File: config.mk
export PLATFORM = sky130hd
export DESIGN_NAME = router_out_fifo_flat
export DESIGN_NICKNAME = d
export VERILOG_FILES = /design/src/rtl/router_out_fifo_if.sv /design/src/rtl/router_out_fifo.sv /design/src/flat_wrapper.sv
export SDC_FILE = /design/constraint.sdc
export NUM_CORES = 1
export LEC_CHECK = 0
export ABC_AREA = 1
export CORE_ASPECT_RATIO = 1.1
export CORE_MARGIN = 2
export CORE_UTILIZATION = 40
export DETAILED_ROUTE_END_ITERATION = 6
export DONT_BUFFER_PORTS = 1
export SETUP_SLACK_MARGIN = 0.15
export SYNTH_ARGS = -nofsm -noshare
export SYNTH_HDL_FRONTEND = slang
export SYNTH_SLANG_ARGS = --single-unit
File: constraint.sdc
create_clock -name clk -period 3.4 [get_ports clk]
set_input_delay 0.68 -clock clk [delete_from_list [all_inputs] [get_ports clk]]
set_output_delay 0.68 -clock clk [all_outputs]
set_load 0.02 [all_outputs]
File: src/rtl/router_out_fifo_if.sv
// router_out_fifo_if: write-side and destination-side signals
// of one router output buffer.
interface router_out_fifo_if #(
  parameter int DATA_W = 8
);
  logic [DATA_W-1:0] data_in;
  logic              lfd_in;
  logic              write_en;
  logic              full;
  logic              empty;
  logic [DATA_W-1:0] data_out;
  logic              valid_out;
  logic              read_en;
  logic              pkt_active;
  logic              soft_reset;

  modport master (
    output data_in, lfd_in, write_en, read_en,
    input  full, empty, data_out, valid_out,
    input  pkt_active, soft_reset
  );

  modport slave (
    input  data_in, lfd_in, write_en, read_en,
    output full, empty, data_out, valid_out,
    output pkt_active, soft_reset
  );
endinterface

File: src/rtl/router_out_fifo.sv
// router_out_fifo: per-destination byte buffer with packet
// tracking and an unread-data timeout that flushes itself.
module router_out_fifo #(
  parameter int DEPTH   = 16,
  parameter int DATA_W  = 8,
  parameter int TIMEOUT = 30
) (
  input logic               clk,
  input logic               rst,
  router_out_fifo_if.slave  bus
);
  localparam int AW = $clog2(DEPTH);
  localparam int CW = $clog2(DEPTH + 1);
  localparam int TW = $clog2(TIMEOUT);
  localparam int EW = DATA_W + 1;

  logic [EW-1:0]     mem_q [DEPTH];
  logic [AW-1:0]     wptr_q, wptr_d;
  logic [AW-1:0]     rptr_q, rptr_d;
  logic [CW-1:0]     cnt_q, cnt_d;
  logic [DATA_W-1:0] dout_q, dout_d;
  logic [6:0]        pkt_q, pkt_d;
  logic [TW-1:0]     tcnt_q, tcnt_d;
  logic              srst_q, srst_d;

  logic          full, empty;
  logic          wr_ok, rd_ok;
  logic          stall, flush;
  logic [EW-1:0] rd_ent;

  assign full   = (cnt_q == CW'(DEPTH));
  assign empty  = (cnt_q == '0);
  assign stall  = !empty && !bus.read_en;
  assign flush  = stall && (tcnt_q == TW'(TIMEOUT - 1));
  assign wr_ok  = bus.write_en && !full && !flush;
  assign rd_ok  = bus.read_en && !empty;
  assign rd_ent = mem_q[rptr_q];

  // Next-state for pointers, occupancy, packet and timeout.
  always_comb begin
    wptr_d = wptr_q;
    rptr_d = rptr_q;
    cnt_d  = cnt_q;
    dout_d = dout_q;
    pkt_d  = pkt_q;
    tcnt_d = '0;
    srst_d = 1'b0;
    if (flush) begin
      wptr_d = '0;
      rptr_d = '0;
      cnt_d  = '0;
      dout_d = '0;
      pkt_d  = '0;
      srst_d = 1'b1;
    end else begin
      if (stall) begin
        tcnt_d = tcnt_q + 1'b1;
      end
      if (wr_ok) begin
        wptr_d = wptr_q + 1'b1;
      end
      if (rd_ok) begin
        rptr_d = rptr_q + 1'b1;
        dout_d = rd_ent[DATA_W-1:0];
        if (rd_ent[DATA_W]) begin
          pkt_d = 7'(rd_ent[DATA_W-1:2]) + 7'd1;
        end else if (pkt_q != '0) begin
          pkt_d = pkt_q - 7'd1;
        end
      end
      case ({wr_ok, rd_ok})
        2'b10:   cnt_d = cnt_q + 1'b1;
        2'b01:   cnt_d = cnt_q - 1'b1;
        default: cnt_d = cnt_q;
      endcase
    end
  end

  // Entry storage: header marker above the data byte.
  always_ff @(posedge clk) begin
    if (rst) begin
      mem_q <= '{default: '0};
    end else if (wr_ok) begin
      mem_q[wptr_q] <= {bus.lfd_in, bus.data_in};
    end
  end

  // Control state registers.
  always_ff @(posedge clk) begin
    if (rst) begin
      wptr_q <= '0;
      rptr_q <= '0;
      cnt_q  <= '0;
      dout_q <= '0;
      pkt_q  <= '0;
      tcnt_q <= '0;
      srst_q <= 1'b0;
    end else begin
      wptr_q <= wptr_d;
      rptr_q <= rptr_d;
      cnt_q  <= cnt_d;
      dout_q <= dout_d;
      pkt_q  <= pkt_d;
      tcnt_q <= tcnt_d;
      srst_q <= srst_d;
    end
  end

  assign bus.full       = full;
  assign bus.empty      = empty;
  assign bus.valid_out  = !empty;
  assign bus.data_out   = dout_q;
  assign bus.pkt_active = (pkt_q != '0);
  assign bus.soft_reset = srst_q;
endmodule

File: src/flat_wrapper.sv
// flat-port wrapper written by rule: the top's interface ports become plain ports
module router_out_fifo_flat 
#(
  parameter int DEPTH   = 16,
  parameter int DATA_W  = 8,
  parameter int TIMEOUT = 30
)
  (clk, rst, bus_data_in, bus_lfd_in, bus_write_en, bus_read_en, bus_full, bus_empty, bus_data_out, bus_valid_out, bus_pkt_active, bus_soft_reset);
  router_out_fifo_if #(.DATA_W(DATA_W)) bus_i ();
  input logic clk;
  input logic rst;
  input wire logic [$bits(bus_i.data_in)-1:0] bus_data_in;
  input wire logic [$bits(bus_i.lfd_in)-1:0] bus_lfd_in;
  input wire logic [$bits(bus_i.write_en)-1:0] bus_write_en;
  input wire logic [$bits(bus_i.read_en)-1:0] bus_read_en;
  output wire logic [$bits(bus_i.full)-1:0] bus_full;
  output wire logic [$bits(bus_i.empty)-1:0] bus_empty;
  output wire logic [$bits(bus_i.data_out)-1:0] bus_data_out;
  output wire logic [$bits(bus_i.valid_out)-1:0] bus_valid_out;
  output wire logic [$bits(bus_i.pkt_active)-1:0] bus_pkt_active;
  output wire logic [$bits(bus_i.soft_reset)-1:0] bus_soft_reset;
  assign bus_i.data_in = bus_data_in;
  assign bus_i.lfd_in = bus_lfd_in;
  assign bus_i.write_en = bus_write_en;
  assign bus_i.read_en = bus_read_en;
  assign bus_full = bus_i.full;
  assign bus_empty = bus_i.empty;
  assign bus_data_out = bus_i.data_out;
  assign bus_valid_out = bus_i.valid_out;
  assign bus_pkt_active = bus_i.pkt_active;
  assign bus_soft_reset = bus_i.soft_reset;
  router_out_fifo #(.DEPTH(DEPTH), .DATA_W(DATA_W), .TIMEOUT(TIMEOUT)) u_core (.clk(clk), .rst(rst), .bus(bus_i));
endmodule
==> results.md <==
- Outcome: finished, final reports clean
- Die width: around 150 µm
- CP max stage cell: dfxtp_1
- RR Startpoint: u_core.cnt_q[0]$_SDFFE_PP0P_
- Critical path, cell by cell: nor4_2 > nand2_2 > nand2_2 > inv_2 > ha_1 > xor2_1 > ha_1 > a21o_1 > nand2_1 > nand2_1 > a21oi_1 > xor2_1 > nand2_1 > a21oi_1
- Worst Hold End: u_core.bus.soft_reset$_SDFF_PP0_
- FF-to-FF path depth: 14
- Area contributors post-synth: dfxtp_1, nand2_1, nor2_1
- Initial antenna violation count: 0
- Number of fillers in the final layout: between 2000 and 2500
- Slew headroom: 0.441
- Die Span Y: 164 µm
- Sink Count: approximately 180
- RSZ-0062 raised after global routing: no
- Yosys reg bits: ~180
- Area Overhead vs Synth: 6.95%
- Via count: 8222
- Post-synth top area share: 0.384
- Share of cells above drive strength 1: 0.0566
- Worst Clk Skew: a little under 0.009 ns
- Gpl congestion: ~0.8
- Largest stage delay, worst path: 0.35 ns
- Final instance area: a little under 10000 µm²
- First-pass GRT wire length: 39400 µm
- Final WL: 23800 µm
- FF-to-FF End: u_core.cnt_q[4]$_SDFFE_PP0P_
- Fin crit share: 0.831
- Setup_tns: 0 ns
- Post-DR wirelength/cell: 13.7 µm
- Synth warnings: 0
- Inserted Diodes: 0
- IO Port Bufs: 0
- Most common cell in the netlist: nand2_1
- HP Class: input port to flip-flop
- Synth Net Count: 1495
- Number of synthesized flops with an enable pin: 0
- Gate Count Post-Synth: 1469
- Vias in the first global route: 7565
- CTS tree: built
- CTS Hold Bufs: 0
- Pleak: approximately 5.1 nW
- Core ar.: between 20000 and 25000 µm²
- Drt first pass iters: 5
- Yosys cell types: 33
- Root buf cell: clkbuf_16
- Max Clock Freq: about 350 MHz
- Startpoint Class: flip-flop
- Setup ws final: 0.573 ns
- Clock buffer depth: 2
- Hold Path Origin: rst
- PD cells: around 640 nW/µm²
- Avg Cell Area, Syn: 6.32 µm²
- Largest fanout on the critical path: 19
- Reg area: between 3000 and 4000 µm²
- Main synth FF type: dfxtp_1
- DP Wirelength: around 14000 µm
- Worst EP required: 3.76 ns
- Peak VDD IR: 0.354 mV
- Via density: between 4 and 5
- Multi-input gate area: 4540 µm²
- WHS Path Cells: 1
- Top-level I/O count: 26
- CTS Buf Count: 17
- Largest net degree at the start of global routing: 90
- Maxcap violations: 0
- Worst skew pair latency: 0.43 ns
- Final setup viols: 0
- Critical Path AT: 3.18 ns
- Commonest cells post-synth: nand2_1, nor2_1, inv_1
- Pre-CTS WS: about 0.45 ns
- Layout Nets: 1444
- GRT Util Overall: 0.204
- DP Area: 9330 µm²
- Initial Util: 0.406
- Row count: just under 60
- Setup CP Type: flip-flop to flip-flop
- Async SR Flop Fraction: 0
- Initial drt markers: 680
- Post-route minimum period: ~2.8 ns
- Final hold violation count: 0
- Netlist Area Pre-Place: slightly above 9000 µm²
- Cell taking the most area after synthesis: dfxtp_1
- Grt total ovfl: 0
- Cell mode on critical path: nand2_1
- Worst Tran Pin Value: 0.838 ns
- Total die area: 24400 µm²
- DRC violations left: 0
- CP Capture Type: flip-flop
- H-tree depth: 4
- CTS clk-pin slew, worst paths: 0.07 ns
- Worst R2R Setup Slack: between 0.5 and 0.6 ns
- Final Max Tran Viols: 0
- Routed Antenna Nets: 0
- Sequential-to-total area share from yosys stat: 0.384
## cell type report
type	instances	area share
clock buffers	22	0.0468
clock inverters	10	0.0127
inverters	193	0.0733
multi-input cells	1015	0.458
flip-flops and latches	178	0.359
well taps	300	0.0378
repair buffers	13	0.0124
## per-layer routing
layer | GRT usage | up-vias | part of all wire
li1 | - | 4331 | -
met1 | 0.267 | 3709 | 0.48
met2 | 0.348 | 153 | 0.47
met3 | 0.0319 | 29 | 0.033
met4 | 0.0602 | 0 | 0.018
met5 | 0 | - | 0
## state kept, by name (all words and copies together) (netlist names)
register,flops
u_core.tcnt_q,5
u_core.pkt_q,7
u_core.bus.data_out,8
u_core.bus.soft_reset,1
u_core.cnt_q,5
u_core.mem_q,144
u_core.wptr_q,4
u_core.rptr_q,4
## cells by family (layout without fill, tap and decap cells)
logic type | count (synthesis) | count (layout) | synth area share
and+or+nand+nor | 874 | 874 | 0.391
buffers and inverters | 276 | 238 | 0.127
DFF | 178 | 178 | 0.384
AOI/OAI and AO/OA | 114 | 114 | 0.0672
xor gates and xnor gates | 14 | 14 | 0.0132
adders and majority gates | 13 | 13 | 0.0175
## worst max-delay path, delay by kind of cell, from the launching register on
kind	cells	cell delay, ns
buf+inv	1	0.17
xor+xnor	2	0.35
flops	1	0.35
simple gates	6	0.94
fa+ha+maj	2	0.51
compound gates	3	0.42
## power by group
part	total, mW	switching [mW]	internal (mW)	leakage (nW)
logic	1.93	1.32	0.609	3.36
clock network	1.98	0.850	1.13	0.277
registers	2.41	0.165	2.25	1.44
## stage by stage
| stage | total power, mW | hold slack (ns) | utilization | instances |
|---|---|---|---|---|
| 4_1_cts | 6.38 | 0.299 | 0.434 | 1731 |
| 5_1_grt | 6.76 | 0.298 | 0.434 | 1731 |
| 6_report | 6.32 | 0.321 | 0.434 | 1731 |
| 3_5_place_dp | 4.39 | 0.460 | 0.408 | 1699 |
| 3_3_place_gp | 4.38 | 0.451 | 0.408 | 1699 |
| 2_1_floorplan | 3.95 | 0.433 | - | 1469 |
## what timing repair did
item | CTS | global route
buffers inserted | 0 | 0
resized for setup | 0 | 1
endpoints found under the setup margin | 0 | 1
hold endpoints to repair | 0 | 0
## placed cells by master (no fill, tap or decap), drive strengths merged
| cell | instances |
|---|---|
| nand2 | 415 |
| nor2 | 336 |
| inv | 193 |
| dfxtp | 178 |
| nand3 | 114 |
| a21oi | 48 |
| o21ai | 47 |
| clkbuf | 22 |
| o211ai | 16 |
| ha | 13 |
| buf | 13 |
| xor2 | 10 |
| clkinv | 5 |
| xnor2 | 4 |
| nand4 | 4 |
| clkinvlp | 3 |
| nor3 | 2 |
| bufinv | 2 |
| nor4 | 1 |
| or2 | 1 |
| o221ai | 1 |
| a21o | 1 |
| a211oi | 1 |
| nor3b | 1 |
## worst max path at each step
stage          slack [ns]  cells past startpoint                           end                         start
2_1_floorplan        0.56                     18  u_core.cnt_q[4]$_SDFFE_PP0P_  u_core.cnt_q[0]$_SDFFE_PP0P_
3_3_place_gp         0.43                     14  u_core.cnt_q[4]$_SDFFE_PP0P_  u_core.cnt_q[0]$_SDFFE_PP0P_
4_1_cts              0.42                     14  u_core.cnt_q[4]$_SDFFE_PP0P_  u_core.cnt_q[0]$_SDFFE_PP0P_
3_5_place_dp         0.45                     14  u_core.cnt_q[4]$_SDFFE_PP0P_  u_core.cnt_q[0]$_SDFFE_PP0P_
6_report             0.57                     14  u_core.cnt_q[4]$_SDFFE_PP0P_  u_core.cnt_q[0]$_SDFFE_PP0P_
5_1_grt              0.21                     14  u_core.cnt_q[4]$_SDFFE_PP0P_  u_core.cnt_q[0]$_SDFFE_PP0P_
(Power assumes the default switching activity.)
